### src/rtl/synth_param_loader_pkg.sv
// Shared constants for the synthesizer parameter loader: register IDs,
// rejection codes, field widths and the default frame header.
package synth_param_loader_pkg;

    localparam logic [7:0] DEFAULT_HEADER   = 8'hA5;

    localparam logic [7:0] ID_SIGNAL_TYPE   = 8'h01;
    localparam logic [7:0] ID_F_CARRIER     = 8'h02;
    localparam logic [7:0] ID_T_IMPULSE     = 8'h03;
    localparam logic [7:0] ID_VOBULATION    = 8'h04;
    localparam logic [7:0] ID_NUM_OF_IMP    = 8'h05;
    localparam logic [7:0] ID_DEVIATION     = 8'h06;
    localparam logic [7:0] ID_T_PERIOD_BASE = 8'h10;
    localparam logic [7:0] ID_START         = 8'h7E;
    localparam logic [7:0] ID_COMMIT        = 8'h7F;

    localparam int NUM_T_PERIOD = 10;

    localparam int SIG_W = 2;
    localparam int FC_W  = 32;
    localparam int TI_W  = 10;
    localparam int VOB_W = 1;
    localparam int NUM_W = 5;
    localparam int DEV_W = 22;
    localparam int TP_W  = 13;

    typedef enum logic [2:0] {
        ERR_NONE       = 3'd0,
        ERR_CHECKSUM   = 3'd1,
        ERR_TIMEOUT    = 3'd2,
        ERR_UNKNOWN_ID = 3'd3,
        ERR_RANGE      = 3'd4
    } err_code_e;

    // True when no bit of the payload lies above the target field width.
    function automatic logic fits_width(input logic [31:0] data, input logic [5:0] width);
        return (data >> width) == 32'd0;
    endfunction

endpackage

### src/rtl/synth_param_bank.sv
// Shadow/active parameter register file: per-ID write decode, range check,
// atomic commit copy and the direct start-generation level.
module synth_param_bank
    import synth_param_loader_pkg::*;
(
    input  logic                i_clk,
    input  logic                i_rst_n,
    input  logic                i_exec,
    input  logic                i_csOk,
    input  logic [7:0]          i_id,
    input  logic [31:0]         i_data,
    output logic                o_pass,
    output err_code_e           o_errCode,
    output logic                o_start,
    output logic [SIG_W-1:0]    o_signalType,
    output logic [FC_W-1:0]     o_fCarrier,
    output logic [TI_W-1:0]     o_tImpulse,
    output logic                o_vobulation,
    output logic [NUM_W-1:0]    o_numOfImp,
    output logic [DEV_W-1:0]    o_deviation,
    output logic [TP_W-1:0]     o_tPeriod [NUM_T_PERIOD]
);

    logic [SIG_W-1:0] r_shSig, r_actSig;
    logic [FC_W-1:0]  r_shFc,  r_actFc;
    logic [TI_W-1:0]  r_shTi,  r_actTi;
    logic             r_shVob, r_actVob;
    logic [NUM_W-1:0] r_shNum, r_actNum;
    logic [DEV_W-1:0] r_shDev, r_actDev;
    logic [TP_W-1:0]  r_shTp  [NUM_T_PERIOD];
    logic [TP_W-1:0]  r_actTp [NUM_T_PERIOD];
    logic             r_start;

    logic [5:0] w_width;
    logic       w_known;

    // START and COMMIT carry no range-checked field, so they take the full 32-bit width.
    always_comb begin
        w_known = 1'b1;
        w_width = 6'd32;
        case (i_id)
            ID_SIGNAL_TYPE: w_width = 6'(SIG_W);
            ID_F_CARRIER:   w_width = 6'(FC_W);
            ID_T_IMPULSE:   w_width = 6'(TI_W);
            ID_VOBULATION:  w_width = 6'(VOB_W);
            ID_NUM_OF_IMP:  w_width = 6'(NUM_W);
            ID_DEVIATION:   w_width = 6'(DEV_W);
            ID_START, ID_COMMIT: w_width = 6'd32;
            default: begin
                w_known = (i_id >= ID_T_PERIOD_BASE) &&
                          (i_id <  ID_T_PERIOD_BASE + 8'(NUM_T_PERIOD));
                w_width = 6'(TP_W);
            end
        endcase
        if (!i_csOk)
            o_errCode = ERR_CHECKSUM;
        else if (!w_known)
            o_errCode = ERR_UNKNOWN_ID;
        else if (!fits_width(i_data, w_width))
            o_errCode = ERR_RANGE;
        else
            o_errCode = ERR_NONE;
        o_pass = (o_errCode == ERR_NONE);
    end

    always_ff @(posedge i_clk or negedge i_rst_n) begin
        if (!i_rst_n) begin
            r_shSig  <= '0;  r_actSig <= '0;
            r_shFc   <= '0;  r_actFc  <= '0;
            r_shTi   <= '0;  r_actTi  <= '0;
            r_shVob  <= 1'b0; r_actVob <= 1'b0;
            r_shNum  <= '0;  r_actNum <= '0;
            r_shDev  <= '0;  r_actDev <= '0;
            r_start  <= 1'b0;
            for (int k = 0; k < NUM_T_PERIOD; k++) begin
                r_shTp[k]  <= '0;
                r_actTp[k] <= '0;
            end
        end else if (i_exec && o_pass) begin
            case (i_id)
                ID_SIGNAL_TYPE: r_shSig <= i_data[SIG_W-1:0];
                ID_F_CARRIER:   r_shFc  <= i_data[FC_W-1:0];
                ID_T_IMPULSE:   r_shTi  <= i_data[TI_W-1:0];
                ID_VOBULATION:  r_shVob <= i_data[0];
                ID_NUM_OF_IMP:  r_shNum <= i_data[NUM_W-1:0];
                ID_DEVIATION:   r_shDev <= i_data[DEV_W-1:0];
                ID_START:       r_start <= i_data[0];
                ID_COMMIT: begin
                    r_actSig <= r_shSig;
                    r_actFc  <= r_shFc;
                    r_actTi  <= r_shTi;
                    r_actVob <= r_shVob;
                    r_actNum <= r_shNum;
                    r_actDev <= r_shDev;
                    for (int k = 0; k < NUM_T_PERIOD; k++)
                        r_actTp[k] <= r_shTp[k];
                end
                default: begin
                    for (int k = 0; k < NUM_T_PERIOD; k++)
                        if (i_id == ID_T_PERIOD_BASE + 8'(k))
                            r_shTp[k] <= i_data[TP_W-1:0];
                end
            endcase
        end
    end

    assign o_start      = r_start;
    assign o_signalType = r_actSig;
    assign o_fCarrier   = r_actFc;
    assign o_tImpulse   = r_actTi;
    assign o_vobulation = r_actVob;
    assign o_numOfImp   = r_actNum;
    assign o_deviation  = r_actDev;
    assign o_tPeriod    = r_actTp;

endmodule

### src/rtl/synth_param_loader.sv
// Byte-stream command decoder for digital_synthesizer_v1: frame FSM, byte
// assembly, checksum and inter-byte timeout around the parameter bank.
module synth_param_loader
    import synth_param_loader_pkg::*;
#(
    parameter int         TIMEOUT_CYCLES = 1000,
    parameter logic [7:0] HEADER         = DEFAULT_HEADER
) (
    input  logic              CLK,
    input  logic              RESET,
    input  logic [7:0]        RX_DATA,
    input  logic              RX_VALID,
    output logic              RX_READY,
    output logic              SIGN_START_GEN,
    output logic [SIG_W-1:0]  SIGNAL_TYPE,
    output logic [FC_W-1:0]   F_CARRIER,
    output logic [TI_W-1:0]   T_IMPULSE,
    output logic              VOBULATION,
    output logic [TP_W-1:0]   T_PERIOD_1,
    output logic [TP_W-1:0]   T_PERIOD_2,
    output logic [TP_W-1:0]   T_PERIOD_3,
    output logic [TP_W-1:0]   T_PERIOD_4,
    output logic [TP_W-1:0]   T_PERIOD_5,
    output logic [TP_W-1:0]   T_PERIOD_6,
    output logic [TP_W-1:0]   T_PERIOD_7,
    output logic [TP_W-1:0]   T_PERIOD_8,
    output logic [TP_W-1:0]   T_PERIOD_9,
    output logic [TP_W-1:0]   T_PERIOD_10,
    output logic [NUM_W-1:0]  NUM_OF_IMP,
    output logic [DEV_W-1:0]  DEVIATION,
    output logic              FRAME_OK,
    output logic              FRAME_ERR,
    output logic [2:0]        ERR_CODE
);

    localparam logic [2:0] S_IDLE   = 3'd0;
    localparam logic [2:0] S_GET_ID = 3'd1;
    localparam logic [2:0] S_GET_D3 = 3'd2;
    localparam logic [2:0] S_GET_D2 = 3'd3;
    localparam logic [2:0] S_GET_D1 = 3'd4;
    localparam logic [2:0] S_GET_D0 = 3'd5;
    localparam logic [2:0] S_GET_CS = 3'd6;
    localparam logic [2:0] S_EXEC   = 3'd7;

    localparam int CNT_W = $clog2(TIMEOUT_CYCLES + 1);

    logic [2:0]       r_state;
    logic             r_readyEn;
    logic [7:0]       r_id;
    logic [31:0]      r_data;
    logic [7:0]       r_csAcc;
    logic             r_csOk;
    logic [CNT_W-1:0] r_toCnt;
    logic             r_frameOk, r_frameErr;
    logic [2:0]       r_errCode;

    logic             w_accept, w_inFrame, w_timeout, w_exec, w_pass;
    err_code_e        w_bankErr;
    logic [TP_W-1:0]  w_tPeriod [NUM_T_PERIOD];

    // Ready is a flop so it stays low for the whole reset and rises on the first clock after release.
    assign RX_READY  = r_readyEn && (r_state != S_EXEC);
    assign w_accept  = RX_VALID && RX_READY;
    assign w_exec    = (r_state == S_EXEC);
    assign w_inFrame = (r_state != S_IDLE) && !w_exec;
    assign w_timeout = w_inFrame && !w_accept && (r_toCnt == CNT_W'(TIMEOUT_CYCLES - 1));

    always_ff @(posedge CLK or negedge RESET) begin
        if (!RESET)
            r_toCnt <= '0;
        else if (!w_inFrame || w_accept || w_timeout)
            r_toCnt <= '0;
        else
            r_toCnt <= r_toCnt + 1'b1;
    end

    always_ff @(posedge CLK or negedge RESET) begin
        if (!RESET) begin
            r_state    <= S_IDLE;
            r_readyEn  <= 1'b0;
            r_id       <= '0;
            r_data     <= '0;
            r_csAcc    <= '0;
            r_csOk     <= 1'b0;
            r_frameOk  <= 1'b0;
            r_frameErr <= 1'b0;
            r_errCode  <= '0;
        end else begin
            r_readyEn  <= 1'b1;
            r_frameOk  <= 1'b0;
            r_frameErr <= 1'b0;
            case (r_state)
                S_IDLE:
                    if (w_accept && RX_DATA == HEADER)
                        r_state <= S_GET_ID;
                S_GET_ID:
                    if (w_accept) begin
                        r_id    <= RX_DATA;
                        r_csAcc <= RX_DATA;
                        r_state <= S_GET_D3;
                    end
                S_GET_D3, S_GET_D2, S_GET_D1, S_GET_D0:
                    if (w_accept) begin
                        r_data  <= {r_data[23:0], RX_DATA};
                        r_csAcc <= r_csAcc ^ RX_DATA;
                        r_state <= r_state + 3'd1;
                    end
                S_GET_CS:
                    if (w_accept) begin
                        r_csOk  <= (RX_DATA == r_csAcc);
                        r_state <= S_EXEC;
                    end
                default: begin
                    r_frameOk  <= w_pass;
                    r_frameErr <= !w_pass;
                    if (!w_pass)
                        r_errCode <= w_bankErr;
                    r_state <= S_IDLE;
                end
            endcase
            if (w_timeout) begin
                r_state    <= S_IDLE;
                r_frameErr <= 1'b1;
                r_errCode  <= ERR_TIMEOUT;
            end
        end
    end

    synth_param_bank u_bank (
        .i_clk        (CLK),
        .i_rst_n      (RESET),
        .i_exec       (w_exec),
        .i_csOk       (r_csOk),
        .i_id         (r_id),
        .i_data       (r_data),
        .o_pass       (w_pass),
        .o_errCode    (w_bankErr),
        .o_start      (SIGN_START_GEN),
        .o_signalType (SIGNAL_TYPE),
        .o_fCarrier   (F_CARRIER),
        .o_tImpulse   (T_IMPULSE),
        .o_vobulation (VOBULATION),
        .o_numOfImp   (NUM_OF_IMP),
        .o_deviation  (DEVIATION),
        .o_tPeriod    (w_tPeriod)
    );

    assign T_PERIOD_1  = w_tPeriod[0];
    assign T_PERIOD_2  = w_tPeriod[1];
    assign T_PERIOD_3  = w_tPeriod[2];
    assign T_PERIOD_4  = w_tPeriod[3];
    assign T_PERIOD_5  = w_tPeriod[4];
    assign T_PERIOD_6  = w_tPeriod[5];
    assign T_PERIOD_7  = w_tPeriod[6];
    assign T_PERIOD_8  = w_tPeriod[7];
    assign T_PERIOD_9  = w_tPeriod[8];
    assign T_PERIOD_10 = w_tPeriod[9];

    assign FRAME_OK  = r_frameOk;
    assign FRAME_ERR = r_frameErr;
    assign ERR_CODE  = r_errCode;

endmodule

### config.mk
export PLATFORM = sky130hd
export DESIGN_NAME = synth_param_loader
export DESIGN_NICKNAME = d
export VERILOG_FILES = /design/src/rtl/synth_param_loader_pkg.sv /design/src/rtl/synth_param_bank.sv /design/src/rtl/synth_param_loader.sv
export SDC_FILE = /design/constraint.sdc
export NUM_CORES = 1
export LEC_CHECK = 0
export ABC_CLOCK_PERIOD_IN_PS = 4540
export CORE_AREA = 2 2 186 188
export CTS_BUF_LIST = sky130_fd_sc_hd__clkbuf_8
export DETAILED_ROUTE_END_ITERATION = 12
export DIE_AREA = 0 0 188 190
export PLACE_DENSITY = 0.86
export SYNTH_ARGS = -nofsm -noshare
export SYNTH_HDL_FRONTEND = slang
export SYNTH_SLANG_ARGS = --single-unit
export TNS_END_PERCENT = 10
### constraint.sdc
create_clock -name CLK -period 4.54 [get_ports CLK]
set_clock_uncertainty 0.2 [all_clocks]
set_input_delay 0.454 -clock CLK [delete_from_list [all_inputs] [get_ports CLK]]
set_output_delay 0.454 -clock CLK [all_outputs]
set_load 0.02 [all_outputs]
**After elaboration in Yosys (flattened, before gate mapping)**

Index checks and enable logic that the tools add are counted.

- Eq/ne operators: 37
- Bitwise logic cells: 2
- Reduce and logical (&&, ||, !) cells: 47
- Shifts and indexed selects: 1
- $lt $le $gt $ge: 2
- Muxes and demuxes: 21
- Add/sub/neg operators: 2

Operators with widths:

| cell | number |
|---|---|
| == test 8 x 5 -> 1 bit, second input constant | 10 |
| case mux 6 bit (6 select lines) | 1 |
| two-way mux 3 bit | 11 |
| AND reduction 3 bit | 11 |
| logical NOT 32 bit | 1 |
| right shift 32 x 6 -> 32 bit | 1 |
| == test 8 x 3 -> 1 bit, second input constant | 3 |
| AND reduction 2 bit | 12 |
| == test 8 x 2 -> 1 bit, second input constant | 2 |
| == test 8 x 7 -> 1 bit, second input constant | 2 |
| two-way mux 8 bit | 2 |
| case mux 8 bit (2 select lines) | 1 |
| inequality test 3 bit, second input constant | 5 |
| == test 3 bit, second input constant | 4 |
| case mux 3 bit (4 select lines) | 1 |
| adder 10 x 1 -> 10 bit, second input constant | 1 |
| == test 10 bit, second input constant | 1 |
| two-way mux 10 bit | 1 |
| == test 8 x 1 -> 1 bit, second input constant | 1 |
| == test 8 bit | 1 |
| == test 8 bit, second input constant | 1 |
| greater-or-equal comparator 8 x 5 -> 1 bit, second input constant | 1 |
| logical AND 1 bit | 8 |
| < comparator 8 x 5 -> 1 bit, second input constant | 1 |
| 18 further kinds | 29 |

- Output and inout port bits: 209
- Input port bits: 11
- Register bits: 473
- Word-level logic and storage cells: 155

**Logic depth before layout (Yosys ltp)**

Gate-level depths: netlist of run 1.

- Word-level depth: 12
- Mapped depth: 14
- Mapped depth without buffers: 11

**By module**

Synthesis of run 1 repeated with hierarchy kept, for this count alone.

- Cells, all modules: 1364
- Area total of the unflattened synthesis: 19919.1 µm²

Modules (own cells, without submodules):

| module | seq. area each (µm²) | instances | cells an instance | area each (µm²) |
|---|---|---|---|---|
| synth_param_bank | 10134.7 | 1 | 1110 | 16678.5 |
| synth_param_loader | 1701.6 | 1 | 254 | 3240.6 |

**Worst setup path before layout of run 1**

No wires, ideal clock.

- Kind: reg2reg
- Start point: reg r_id[7]
- End point: reg u_bank.r_shTp[10] in the netlist's numbering
- Setup time: 0.125 ns
- Cell stages (with the launch flop): 14
- Arrival time: 3.658 ns
- Required time: 4.215 ns
- Slack: 0.558 ns
- Path buffers: 3
- Period minus slack after synthesis: 3.982 ns
- Cells stage by stage: dfrtp_1 nor3_4 buf_2 o211a_2 nor2_2 or4_1 o211ai_1 o2111ai_1 a211oi_2 nand3_2 buf_6 a2111oi_4 buf_2 mux2_2

- Cells in the longest elaborated chain, start to end: 11
- Elaborated cells between the ends (all ways): 25
- Those cells by class: order compare: 2; eq/ne: 9; shift: 1; mux: 5; bitwise: 1; reduce/logical: 7

RTL lines:

| what | line | text |
|---|---|---|
| start, declared | synth_param_loader.sv:49 | `logic [7:0] r_id;` |
| start signal, assigned | synth_param_loader.sv:81 | `r_id <= '0;` |
| start signal, assigned | synth_param_loader.sv:98 | `r_id <= RX_DATA;` |
| == test 8 x 2 -> 1 bit / == test 8 x 7 -> 1 bit (equally long branches) | synth_param_bank.sv:41, synth_param_bank.sv:80 |  |
| OR reduction 3 bit (no line) | -- |  |
| case mux 6 bit (6 select lines) | synth_param_bank.sv:41 | `case (i_id)` |
| right shift 32 x 6 -> 32 bit | synth_param_loader_pkg.sv:37 | `return (data >> width) == 32'd0;` |
| logical NOT 32 bit | synth_param_loader_pkg.sv:37 |  |
| two-way mux 3 bit | synth_param_bank.sv:59 | `else if (!fits_width(i_data, w_width))` |
| two-way mux 3 bit | synth_param_bank.sv:57 | `else if (!w_known)` |
| two-way mux 3 bit | synth_param_bank.sv:55 | `if (!i_csOk)` |
| logical NOT 3 bit | synth_param_bank.sv:63 | `o_pass = (o_errCode == ERR_NONE);` |
| logical AND 1 bit | synth_param_bank.sv:79 | `end else if (i_exec && o_pass) begin` |
| AND reduction 3 bit (no line) (*) | -- |  |
| end signal, assigned by index | synth_param_bank.sv:101 | `r_shTp[k] <= i_data[TP_W-1:0];` |
| end, declared | synth_param_bank.sv:30 | `logic [TP_W-1:0] r_shTp [NUM_T_PERIOD];` |

Mark *: on every way between the ends. The rest lies on a longest branch, timed or not.
A chain may end at the register's enable or synchronous reset.

**Worst setup path after layout of run 1**

- Start point: reg r_id[7]
- End point: reg u_bank.r_shTp[47] in the netlist's numbering

Same word-level chain as after synthesis.

==> summary.txt, run 1 <==
Status
  – Outcome: completed

CTS
  – CTS Sinks: 473
  – Worst-skew pair later-pin latency: 0.63 ns
  – TritonCTS clock tree: yes
  – Total CTS buffers: 73
  – Root buffer cell: clkbuf_8
  – H-Tree Depth: 3
  – Clock tree buffer depth: 3
  – Clk pin slew, worst setup/hold paths: 0.06 ns

Final layout
  – Number of fill cells in the layout: 2146
  – # nets final: 1605
  – Area grow syn2layout: 24.3%
  – Register Area: 11800 um^2
  – Most frequent cells in the layout: dfrtp_1 (473), mux2_2 (441), clkdlybuf4s50_1 (218)
  – N_diodes: 0
  – Fin area: 23900 um^2
  – Layout cell share with drive strength beyond 1: 38.3%
  – Final Util: 70.5%
  – Multi-input gate area: 7130 um^2
  – Final cell count without fillers: 2095
  – Most common cell after layout, fill and taps aside: dfrtp_1

STA
  – FMAX: 0.231 GHz
  – Final worst-path cycle share: 95.4%
  – Slew of the pin with the lowest slew margin: 1.29 ns
  – Fin crit period: 4.33 ns
  – Slew headroom: 14.3%
  – Final-report hold violation count: 0
  – RSZ-0062 raised after global routing: no
  – Slew Viols, Final: 0
  – Final setup vio count: 0
  – Final setup margin: 0.210 ns
  – Fin Setup TNS: 0 ns

Place
  – Dpl hpwl: 30200 um
  – IO Port Bufs: 219
  – Placed cells: 1965
  – Area after DPL: 22400 um^2
  – Post-place setup slack: 0.234 ns
  – RePlAce Congestion: 0.878

Die
  – Row count: 68
  – DIE HEIGHT: 190 um
  – Core area: 33900 um^2
  – Initial cell density of the core: 56.7%
  – IO Count: 220
  – Die area: 35700 um^2
  – Die Span X: 188 um

Detailed routing
  – Pre-antenna DRT Iters: 5
  – WL per Instance: 22.4 um
  – Routed WL: 47000 um
  – Via count: 12074
  – DRT met1 WL: 19700 um
  – Top Layer Used: met4
  – Antenna Nets Post-Route: 0
  – Post-DR vias/cell: 5.76
  – Initial DRC count: 730
  – Drt drc: 0
  – Routed wl met2: 22700 um
  – WL met3: 3520 um

Setup path
  – Startpoint Class: register
  – Critical Path RT: 4.85 ns
  – Reg2Reg Depth: 12
  – Delay of the slowest critical-path stage: 0.47 ns
  – CP max-delay cell: a2111oi_0
  – Arrival @ worst endpoint: 4.64 ns
  – Endpoint class of the critical path: register
  – WS Path Type: reg -> reg
  – CP cell instances: nor3_4 > and4_1 > nor2_1 > a2111oi_0 > a21oi_1 > a211o_1 > a211oi_2 > nand3_2 > buf_4 > a2111oi_4 > buf_12 > mux2_2
  – Worst-path maximum fanout: 13

Global route
  – Grt total ovfl: 0
  – Tot GR Track Use: 27.3%
  – Vias in the first global route: 13054
  – Initial antenna violation count: 1
  – Wire length of the first global-routing pass: 75000 um
  – Largest net degree at the start of global routing: 125

Synthesis
  – Main synth FF type: dfrtp_1
  – Largest family of logic cells by synthesized area: multiplexers
  – Post-synthesis compound-gate area fraction: 4.99%
  – Top-area cell type share of the netlist area: 61.5%
  – Synth Area in Adders: 0.520%
  – Synth area leaders: dfrtp_1 (62%), mux2_2 (26%), clkbuf_1 (1.2%)
  – Synthesis Warnings: 0
  – Area share of xor/xnor cells in the synthesized design: 0.774%
  – Seq/Total Area, Yosys: 61.5%
  – Mux share of post-synthesis cell area: 26.0%
  – Syn Std Cell Area: 19200 um^2
  – Ys async rst share: 100%
  – Area leader, netlist: dfrtp_1
  – Simple-Gate Fraction of Synth Area: 4.14%
  – Synth Register Bits: 473
  – Cells after Synth: 1321
  – Post-synth EDFFs: 0
  – Synth cell types: 64
  – Syn nets: 1340
  – Syn_area_per_cell: 14.6 um^2

Power
  – Flop pwr share: 48.5%
  – Power density over the cells: 436 nW/um^2
  – Pleak: 11.6 nW
  – Peak VDD IR: 0.000278 V
  – P_int: 0.00711 W
  – Switching pwr: 0.00331 W
  – Clock power frac: 34.7%
  – Sw Share: 31.8%
  – Share of total power in combinational logic: 16.7%

Job
  – Max Cap Viol: 0

Hold path
  – Worst Hold Class: reg -> reg
  – Worst Hold Path Cells: 1
cell families after synthesis:
| family | Yosys count |
|---|---|
| and+or+nand+nor | 159 |
| buffers and inverters | 95 |
| AOI/OAI and AO/OA | 123 |
| adders and majority gates | 8 |
| xor gates and xnor gates | 17 |
| other | 1 |
| muxes | 445 |
| DFF | 473 |
metrics by stage:
stage               hold slack [ns]  total power [W]
floorplan                   -0.0416          0.00594
CTS                           0.299           0.0105
detailed placement            0.289          0.00682
global placement              0.279          0.00679
global route                  0.314           0.0109
finish                        0.301           0.0104
synthesized netlist by cell type, types with 5 or more instances:
cell,count
a2111oi_2,6
xnor2_1,12
a211o_1,6
nor4_1,5
nand2_1,35
buf_1,5
inv_1,10
buf_2,16
nor3_1,16
a21oi_1,30
o21ai_0,26
a31oi_1,6
a211oi_1,8
dfrtp_1,473
clkbuf_1,62
nand3_1,29
mux2_2,441
ha_1,8
and3_1,9
xor2_1,5
nor2_1,35
per-layer routing:
| layer | up-vias | global-route usage [%] |
|---|---|---|
| met3 | 84 | 7.66 |
| met4 | 0 | 9.24 |
| li1 | 5275 | - |
| met1 | 6321 | 35.9 |
| met5 | - | 0 |
| met2 | 394 | 44.1 |
registers in the layout (all words and copies together) (netlist names), 8 cells and up:
signal / cells
r_csAcc: 8
r_data: 32
r_id: 8
r_toCnt: 10
u_bank.o_deviation: 22
u_bank.o_fCarrier: 32
u_bank.o_tImpulse: 10
u_bank.o_tPeriod: 130
u_bank.r_shDev: 22
u_bank.r_shFc: 32
u_bank.r_shTi: 10
u_bank.r_shTp: 130
final timing paths:
check | start | to | slack, ns
max in group asynchronous | RESET | u_bank.r_shTp[35] | 2.71
setup reg to reg | r_id[7] | u_bank.r_shTp[47] | 0.21
hold reg to reg | u_bank.r_shTi[0] | u_bank.r_shTi[0] | 0.30
min in group asynchronous | RESET | u_bank.r_shDev[3] | 0.35
hold / removal | u_bank.r_shTi[0] | u_bank.r_shTi[0] | 0.30
setup / recovery | r_id[7] | u_bank.r_shTp[47] | 0.21
power groups by stage:
stage / Clock, W / Sequential [W] / Combinational, W
floorplan: 0 / 0.00474 / 0.00120
global placement: 0 / 0.00510 / 0.00168
detailed placement: 0 / 0.00511 / 0.00171
CTS: 0.00370 / 0.00503 / 0.00173
global route: 0.00390 / 0.00508 / 0.00191
finish: 0.00362 / 0.00506 / 0.00175
critical path: cells and delay by family (launching register included):
kind            cells  cell delay [ns]
compound gates      5             1.65
buf+inv             2             0.42
flops               1             0.41
mux                 1             0.35
simple gates        4             1.16
layout make-up:
cell class / count / area share, %
repair buffers: 275 / 11.8
well taps: 455 / 2.38
multi-input cells: 753 / 29.8
clock buffers: 97 / 5.58
clock inverters: 32 / 0.816
flip-flops and latches: 473 / 49.5
inverters: 10 / 0.157
repair_timing:
action	in CTS	in global routing
setup endpoints to repair	0	32
setup buffers	0	0
hold buffers	1	0
gates resized for setup	0	2
endpoints found under the hold margin	116	0
Power figures use the tool's default switching activity.
==> inputs of run 2 (changes only) <==
--- a/config.mk
+++ b/config.mk
@@ -7,11 +7,11 @@
 export LEC_CHECK = 0
 export ABC_CLOCK_PERIOD_IN_PS = 4540
 export CORE_AREA = 2 2 186 188
-export CTS_BUF_LIST = sky130_fd_sc_hd__clkbuf_8
+export CTS_BUF_LIST = sky130_fd_sc_hd__clkbuf_4 sky130_fd_sc_hd__clkbuf_8
 export DETAILED_ROUTE_END_ITERATION = 12
 export DIE_AREA = 0 0 188 190
 export PLACE_DENSITY = 0.86
 export SYNTH_ARGS = -nofsm -noshare
 export SYNTH_HDL_FRONTEND = slang
 export SYNTH_SLANG_ARGS = --single-unit
-export TNS_END_PERCENT = 10
+export TNS_END_PERCENT = 20
==> run 2 against run 1 <==
Net effect:
- total power increased by 1.8%
- die area unchanged
- non-clock buffer count unchanged
- global-route usage increased by 0.15 points
- flip-flop and latch count unchanged
- cell area increased by 0.35%
- clock power increased by 5%
- first-iteration DRC count decreased by 2.1%
- clock-buffer cell count increased by 22
- fmax decreased by 0.77%
==> summary.txt, run 2 (same netlist as run 1, synthesis figures left out) <==
Setup path
  – WS Path Type: reg -> reg
  – Delay of the slowest critical-path stage: 0.47 ns (about the same)
  – Endpoint class of the critical path: register
  – Worst-path maximum fanout: 13 (unchanged)
  – Crit-path leading delay family: compound AO/OA/AOI/OAI gates
  – Arrival @ worst endpoint: 4.68 ns (+0.04 ns)
  – CP cell instances: nor3_4 > and4_1 > nor2_1 > a2111oi_0 > a21oi_1 > a211o_1 > a211oi_2 > nand3_2 > buf_4 > a2111oi_4 > buf_12 > mux2_2
  – Critical Path RT: 4.85 ns (about the same)
  – CP bufs+invs: 2 (unchanged)
  – Startpoint Class: register
  – CP max-delay cell: a2111oi_0

CTS
  – Clk pin slew, worst setup/hold paths: 0.07 ns (about the same)
  – CTS Sinks: 473 (unchanged)
  – H-Tree Depth: 3 (unchanged)
  – Clock tree buffer depth: 3 (unchanged)
  – Total CTS buffers: 73 (unchanged)
  – Root buffer cell: clkbuf_8
  – Setup bufs post-CTS: 0 (unchanged)
  – Worst-skew pair later-pin latency: 0.64 ns (about the same)
  – TritonCTS clock tree: yes

Power
  – P_int: 0.00729 W (+2.5%)
  – Peak VDD IR: 0.000277 V (-0.16%)
  – Clock power frac: 35.9% (+1.2 points)
  – Sw Share: 31.3% (-0.48 points)
  – Flop pwr share: 47.6% (-0.9 points)
  – Share of total power in combinational logic: 16.5% (-0.2 points)
  – Power density over the cells: 442 nW/um^2 (+1.5%)
  – Pleak: 11.6 nW (-0.14%)
  – Switching pwr: 0.00332 W (+0.30%)

Place
  – RePlAce Congestion: 0.878 (unchanged)
  – IO Port Bufs: 219 (unchanged)
  – Post-place setup slack: 0.234 ns (unchanged)
  – Dpl hpwl: 30200 um (unchanged)

Final layout
  – Multi-input gate area: 7130 um^2 (unchanged)
  – Most common cell after layout, fill and taps aside: dfrtp_1
  – Final Util: 70.7% (+0.24 points)
  – Area grow syn2layout: 24.8%
  – Number of fill cells in the layout: 2129 (-0.79%)
  – Most frequent cells in the layout: dfrtp_1 (473), mux2_2 (441), clkdlybuf4s50_1 (218)
  – Register Area: 11800 um^2 (unchanged)
  – # nets final: 1605 (unchanged)
  – N_diodes: 0 (unchanged)
  – Layout cell share with drive strength beyond 1: 39.6% (+1.3 points)

Die
  – Core area: 33900 um^2 (unchanged)
  – Die area: 35700 um^2 (unchanged)
  – DIE HEIGHT: 190 um (unchanged)
  – IO Count: 220 (unchanged)
  – Initial cell density of the core: 56.7% (unchanged)
  – Die Span X: 188 um (unchanged)
  – Row count: 68 (unchanged)

Global route
  – Vias in the first global route: 12962 (-0.70%)
  – Grt total ovfl: 0 (unchanged)
  – Tot GR Track Use: 27.4% (+0.15 points)
  – Wire length of the first global-routing pass: 75400 um (+0.45%)
  – Initial antenna violation count: 1 (unchanged)
  – Largest net degree at the start of global routing: 125 (unchanged)

Detailed routing
  – Post-DR vias/cell: 5.77 (about the same)
  – Initial DRC count: 715 (-2.1%)
  – Antenna Nets Post-Route: 0 (unchanged)
  – WL per Instance: 22.4 um (about the same)
  – Drt drc: 0 (unchanged)
  – Pre-antenna DRT Iters: 5 (unchanged)
  – Routed WL: 47000 um (about the same)
  – Via count: 12084 (+0.083%)

STA
  – RSZ-0062 raised after global routing: no
  – Slew of the pin with the lowest slew margin: 1.28 ns (-0.00919 ns)
  – FMAX: 0.229 GHz (-0.77%)
  – Fin crit period: 4.36 ns (+0.0336 ns)
  – Final setup vio count: 0 (unchanged)
  – Final worst-path cycle share: 96.1% (+0.74 points)
  – Fin Setup TNS: 0 ns (unchanged)
  – Minimum hold slack: 0.297 ns (-0.00474 ns)
  – Final-report hold violation count: 0 (unchanged)
  – Slew Viols, Final: 0 (unchanged)
  – Slew headroom: 14.9% (+0.61 points)
  – Final setup margin: 0.176 ns (-0.0336 ns)

Status
  – Outcome: completed

Job
  – Max Cap Viol: 0 (unchanged)

Hold path
  – Worst Hold Class: reg -> reg
## run 2: cell types whose count changed in the layout (fill, tap and decap cells not counted)
cell,change
clkbuf_4,+22
inv_1,-22
## run 2: cell type report
type | instances | share of cell area (%)
flip-flops and latches | 473 | 49.3
multi-input cells | 753 | 29.7
repair buffers | 275 | 11.7
clock buffers | 119 | 6.25
well taps | 455 | 2.37
clock inverters | 10 | 0.469
inverters | 10 | 0.156
## run 2: path summary, 6_finish.rpt
check                      slack [ns]        from  cells after the start                     to
setup / recovery                 0.18     r_id[7]                     12      u_bank.r_shTp[95]
hold / removal                   0.30  r_toCnt[0]                      1             r_toCnt[0]
setup reg to reg                 0.18     r_id[7]                     12      u_bank.r_shTp[95]
hold reg to reg                  0.30  r_toCnt[0]                      1             r_toCnt[0]
max in group asynchronous        2.69       RESET                      3  u_bank.o_fCarrier[17]
min in group asynchronous        0.34       RESET                      2      u_bank.r_shDev[3]
## run 2: power by group through the flow
| stage | Combinational, W | Clock [W] | Sequential (W) |
|---|---|---|---|
| finish | 0.00175 | 0.00381 | 0.00506 |
| global route | 0.00192 | 0.00409 | 0.00508 |
| CTS | 0.00173 | 0.00388 | 0.00503 |
| detailed placement | 0.00171 | 0 | 0.00511 |
| global placement | 0.00168 | 0 | 0.00510 |
| floorplan | 0.00120 | 0 | 0.00474 |
## run 2: per-layer routing
layer  up-vias  share of wire [%]  global-route usage, %
met5         -                  0                      0
met4         0                2.4                   9.27
met3        75                7.4                   8.15
met2       376                 48                   44.0
met1      6354                 42                   36.1
li1       5279                  -                      -
## run 2: timing repair
item,CTS,global route
endpoints found under the setup margin,0,78
hold buffers,1,0
hold endpoints to repair,116,0
gates resized for setup,0,2
## run 2: per-stage QoR
| stage | total power [W] | cell area (um^2) | std cells |
|---|---|---|---|
| 2_1_floorplan | 0.00594 | 19200 | 1321 |
| 3_3_place_gp | 0.00679 | 22400 | 1965 |
| 3_5_place_dp | 0.00682 | 22400 | 1965 |
| 4_1_cts | 0.0106 | 24000 | 2095 |
| 5_1_grt | 0.0111 | 24000 | 2095 |
| 6_report | 0.0106 | 24000 | 2095 |
==> RTL edit 1: new RTL, settings of run 1 <==
The parameter `TIMEOUT_CYCLES` goes from 1000 to 4000.
--- a/src/rtl/synth_param_loader.sv
+++ b/src/rtl/synth_param_loader.sv
@@ -3,7 +3,7 @@
 module synth_param_loader
     import synth_param_loader_pkg::*;
 #(
-    parameter int         TIMEOUT_CYCLES = 1000,
+    parameter int         TIMEOUT_CYCLES = 4000,
     parameter logic [7:0] HEADER         = DEFAULT_HEADER
 ) (
     input  logic              CLK,
Function: no difference found for any inputs over 4 cycles, from zero or initial values and one cycle with RESET low; that may be too few to reach the edited logic, so the function may still have changed.
==> RTL edit 1 against run 1 <==
  * Critical path depth is 3 lower
  * Via count fell by 2.4%
  * Power decreased by 0.65%
  * Cell area is 1.1% lower
  * Core utilization shrank 0.77 points
  * Wire length decreased by 2.2%
  * Hold slack lost 0.012 ns
  * Sequential cell count grew 2
  * Synthesized cell count down 1.4%
  * Critical path type unchanged
  * Setup slack improved by 0.030 ns
  * Largest power group unchanged
  * Area after synthesis increased by 0.82%
  * Global-route usage is 1.2 points lower
==> RTL edit 1: results (changes against run 1) <==
dpl_worst_slack_ns: 0.322  # was 0.234 ns
grt_pass1_wl_um: 71600  # was 75000 um
cts_buffers: 74  # was 73
clk_latency_ns: 0.62
dpl.hpwl_um: 30000  # was 30200 um
r2r_end: "u_bank.r_shTp[18]"  # was u_bank.r_shTp[47]
synth_common_cells: "dfrtp_1 (475), mux2_2 (379), mux2_4 (60)"  # was dfrtp_1 (473), mux2_2 (441), clkbuf_1 (62)
cp_max_fo: 14  # was 13
viasPerCell: 5.73  # was 5.76
synth_flop_cell: "dfrtp_1"  # unchanged
placed_area_um2: 22100  # was 22400 um2
antenna_found_initial: 0  # was 1
hold_end: "u_bank.o_tPeriod[120]"  # was u_bank.r_shTi[0]
relSlewSlack: 0.322  # was 0.143
slowest_stage: "a311oi_2"  # was a2111oi_0
routabilityCongestion: 0.920  # was 0.878
power_frac_comb: 0.179  # was 0.167
drt_wl_total_um: 46000  # was 47000 um
fin_cells: 2059  # was 2095
worst_ep_arrival_time_ns: 4.58  # was 4.64 ns
p_sw_mw: 3.29  # was 3.31 mW
grt_max_degree: 124  # was 125
hp-start: "u_bank.r_shTp[120]"  # was u_bank.r_shTi[0]
antenna_cells: 0  # unchanged
pwr-share-clk: 0.346  # was 0.347
synth_mux_area_frac: 0.268  # was 0.260
dp.cells: 1931  # was 1965
yosys_warnings: 0  # unchanged
synth_xor_area_frac: 0.00767  # was 0.00774
leakagePower_nw: 11.7  # was 11.6 nW
cts_root_buf: "clkbuf_8"  # unchanged
hold_ws_ns: 0.289  # was 0.301 ns
grt_use_met1: 0.358  # was 0.359
timing.final.ws_setup_ns: 0.240  # was 0.210 ns
seq_power_mw: 4.92  # was 5.06 mW
async_reset_ff_frac: 1.00  # unchanged
crit_start: "r_id[3]"  # was r_id[7]
endpoint: "u_bank.r_shTp[18]"  # was u_bank.r_shTp[47]
drive_above_1_share: 0.377  # was 0.383
grt_pass1_vias: 12374  # was 13054
drc: 0  # unchanged
met2_usage: 0.415  # was 0.441
netlist_instances: 1303  # was 1321
yosysUniqueCellTypes: 58  # was 64
nets: 1572  # was 1605
synth_compound_area_frac: 0.0454  # was 0.0499
io_buffers: 219  # unchanged
grtUsageMet3: 0.0559  # was 0.0766
reg2reg_depth: 9  # was 12
grtUsageTotal: 0.261  # was 0.273
yosysSeqAreaShare: 0.613  # was 0.615
ir_worst_vdd_mv: 0.403  # was 0.278 mV
critPathMaxStageDelay_ns: 0.58  # was 0.47 ns
first_iter_violations: 741  # was 730
syn2layout_area_growth_pct: 22.0  # was 24.3%
yosys.area_share.adder: 0.00516  # was 0.00520
min_path_cells: 1  # unchanged
synth_area_leaders: "dfrtp_1 (61%), mux2_2 (22%), mux2_4 (4.6%)"  # was dfrtp_1 (62%), mux2_2 (26%), clkbuf_1 (1.2%)
fillers: 2194  # was 2146
status: "finished, final reports clean"  # unchanged
[RTL edit 1: layer usage]
metal | wire length (um) | vias up
met5 | 0 | -
li1 | - | 5171
met1 | 19900 | 6141
met4 | 1130 | 0
met3 | 2810 | 71
met2 | 22100 | 405
[RTL edit 1: critical path: cells and delay by family, from the launching register on]
kind	cells	cell delay, ns
compound gates	5	1.62
flops	1	0.46
mux	1	0.44
simple gates	3	1.43
[RTL edit 1: area by class of cell]
type,count,share of cell area
Clock buffer,95,0.0553
Clock inverter,32,0.00835
Inverter,11,0.00174
Multi-Input combinational cell,737,0.301
Sequential cell,475,0.502
Tap cell,455,0.0241
Timing Repair Buffer,254,0.108
[RTL edit 1: what timing repair did]
| action | in CTS | in global routing |
|---|---|---|
| endpoints found under the hold margin | 117 | 0 |
| setup endpoints to repair | 0 | 0 |
| hold buffers | 1 | 0 |
| gates resized for setup | 0 | 0 |
==> RTL edit 2: new RTL, settings of run 1 <==
Without the edit above. Make the reset (`RESET` and `i_rst_n`) synchronous in 3 clocked blocks.
--- a/src/rtl/synth_param_bank.sv
+++ b/src/rtl/synth_param_bank.sv
@@ -63,7 +63,7 @@
         o_pass = (o_errCode == ERR_NONE);
     end
 
-    always_ff @(posedge i_clk or negedge i_rst_n) begin
+    always_ff @(posedge i_clk) begin
         if (!i_rst_n) begin
             r_shSig  <= '0;  r_actSig <= '0;
             r_shFc   <= '0;  r_actFc  <= '0;
--- a/src/rtl/synth_param_loader.sv
+++ b/src/rtl/synth_param_loader.sv
@@ -65,7 +65,7 @@
     assign w_inFrame = (r_state != S_IDLE) && !w_exec;
     assign w_timeout = w_inFrame && !w_accept && (r_toCnt == CNT_W'(TIMEOUT_CYCLES - 1));
 
-    always_ff @(posedge CLK or negedge RESET) begin
+    always_ff @(posedge CLK) begin
         if (!RESET)
             r_toCnt <= '0;
         else if (!w_inFrame || w_accept || w_timeout)
@@ -74,7 +74,7 @@
             r_toCnt <= r_toCnt + 1'b1;
     end
 
-    always_ff @(posedge CLK or negedge RESET) begin
+    always_ff @(posedge CLK) begin
         if (!RESET) begin
             r_state    <= S_IDLE;
             r_readyEn  <= 1'b0;
Function: differs if RESET is asserted again (counterexample within 4 cycles, from zero or initial values and one cycle with RESET low); with RESET held inactive, the same outputs for 4 cycles.
==> RTL edit 2 against run 1 <==
  * Sequential cell count is the same
  * Setup slack worse by 0.020 ns
  * Cell area fell by 5.9%
  * Cell count increased by 27%
  * Global-route usage decreased by 0.98 points
  * Wire length up 1.7%
  * Critical path depth shrank 1
  * Via count increased by 24%
  * Synthesized cell count is 50% higher
  * Area after synthesis is 3.9% lower
  * Critical endpoint is now u_bank.r_shTp[1][8]
Power is not compared: it rests on default switching activity, and its combinational part moved more than twofold at a synthesized area within 25%.
==> RTL edit 2: results (changes against run 1) <==
status: "finished, final reports clean"  # unchanged
netlist_instances: 1978  # was 1321
critPathMaxStageDelay_ns: 0.61  # was 0.47 ns
yosys_warnings: 0  # unchanged
crit_start: "r_id[4]"  # was r_id[7]
slowest_stage: "or4_4"  # was a2111oi_0
nets: 2171  # was 1605
yosys.area_share.adder: 0.00541  # was 0.00520
grt_pass1_vias: 14181  # was 13054
cts_resized: 1  # was 0
grtUsageTotal: 0.263  # was 0.273
cts_buffers: 75  # was 73
first_pass_iters: 6  # was 5
ir_worst_vdd_mv: 0.315
dpl.hpwl_um: 30300  # was 30200 um
yosysSeqAreaShare: 0.582  # was 0.615
wl_met2_um: 22500  # was 22700 um
clockBufferDepth: 3  # unchanged
grt_pass1_wl_um: 75200  # was 75000 um
dpl_worst_slack_ns: -0.0133  # was 0.234 ns
yosysUniqueCellTypes: 61  # was 64
first_iter_violations: 1560  # was 730
synth_mux_area_frac: 0.0174  # was 0.260
synth_common_cells: "nand2_1 (557), dfxtp_1 (343), a21boi_0 (244)"  # was dfrtp_1 (473), mux2_2 (441), clkbuf_1 (62)
placed_area_um2: 21000  # was 22400 um2
synth_xor_area_frac: 0.00758  # was 0.00774
synth_compound_area_frac: 0.146  # was 0.0499
relSlewSlack: 0.322  # was 0.143
grtUsageMet3: 0.0605  # was 0.0766
worst_ep_arrival_time_ns: 4.47  # was 4.64 ns
io_buffers: 219  # unchanged
route.met3.wl_um: 3840  # was 3520 um
cp_max_fo: 12  # was 13
antenna_found_initial: 0  # was 1
hp-class: "in2reg"  # was reg2reg
drt_wl_total_um: 47800  # was 47000 um
p_sw_mw: 1.82
pwr-share-clk: 0.437
hp-start: "RESET"  # was u_bank.r_shTi[0]
drc: 0  # unchanged
drive_above_1_share: 0.0719  # was 0.383
dp.cells: 2529  # was 1965
fin_cells: 2666  # was 2095
synth_area_leaders: "dfxtp_1 (37%), edfxtp_1 (21%), nand2_1 (11%)"  # was dfrtp_1 (62%), mux2_2 (26%), clkbuf_1 (1.2%)
wl_met1_um: 20000  # was 19700 um
async_reset_ff_frac: 0  # was 1.00
synth-edff-count: 130  # was 0
met2_usage: 0.430  # was 0.441
viasPerCell: 5.59  # was 5.76
clk_latency_ns: 0.61  # was 0.63 ns
max_cap_violations: 0  # unchanged
comb_power_mw: 0.190
routabilityCongestion: 0.894  # was 0.878
antenna_cells: 0  # unchanged
grt_use_met1: 0.344  # was 0.359
grt_max_degree: 203  # was 125
-- RTL edit 2: changes by cell type after synthesis, moves of 130 or more --
| cell | before | now |
|---|---|---|
| a21boi_0 | 1 | 244 |
| dfxtp_1 | 0 | 343 |
| nand2_1 | 35 | 557 |
| mux2_2 | 441 | 1 |
| edfxtp_1 | 0 | 130 |
| dfrtp_1 | 473 | 0 |
-- RTL edit 2: cell type report --
type                            count  area, um2
Clock buffer                       92       1270
Clock inverter                     44        249
Fill cell                        2504      11400
Inverter                           10       37.5
Multi-Input combinational cell   1343       7130
Sequential cell                   473      10800
Tap cell                          455        569
Timing Repair Buffer              249       2480
-- RTL edit 2: final timing paths --
kind | end | slack (ns) | cells after the start
setup / recovery | u_bank.r_shTp[1][8] | 0.19 | 11
setup reg to reg | u_bank.r_shTp[1][8] | 0.19 | 11
hold / removal | r_id[7] | 0.14 | 2
hold reg to reg | r_toCnt[0] | 0.24 | 1
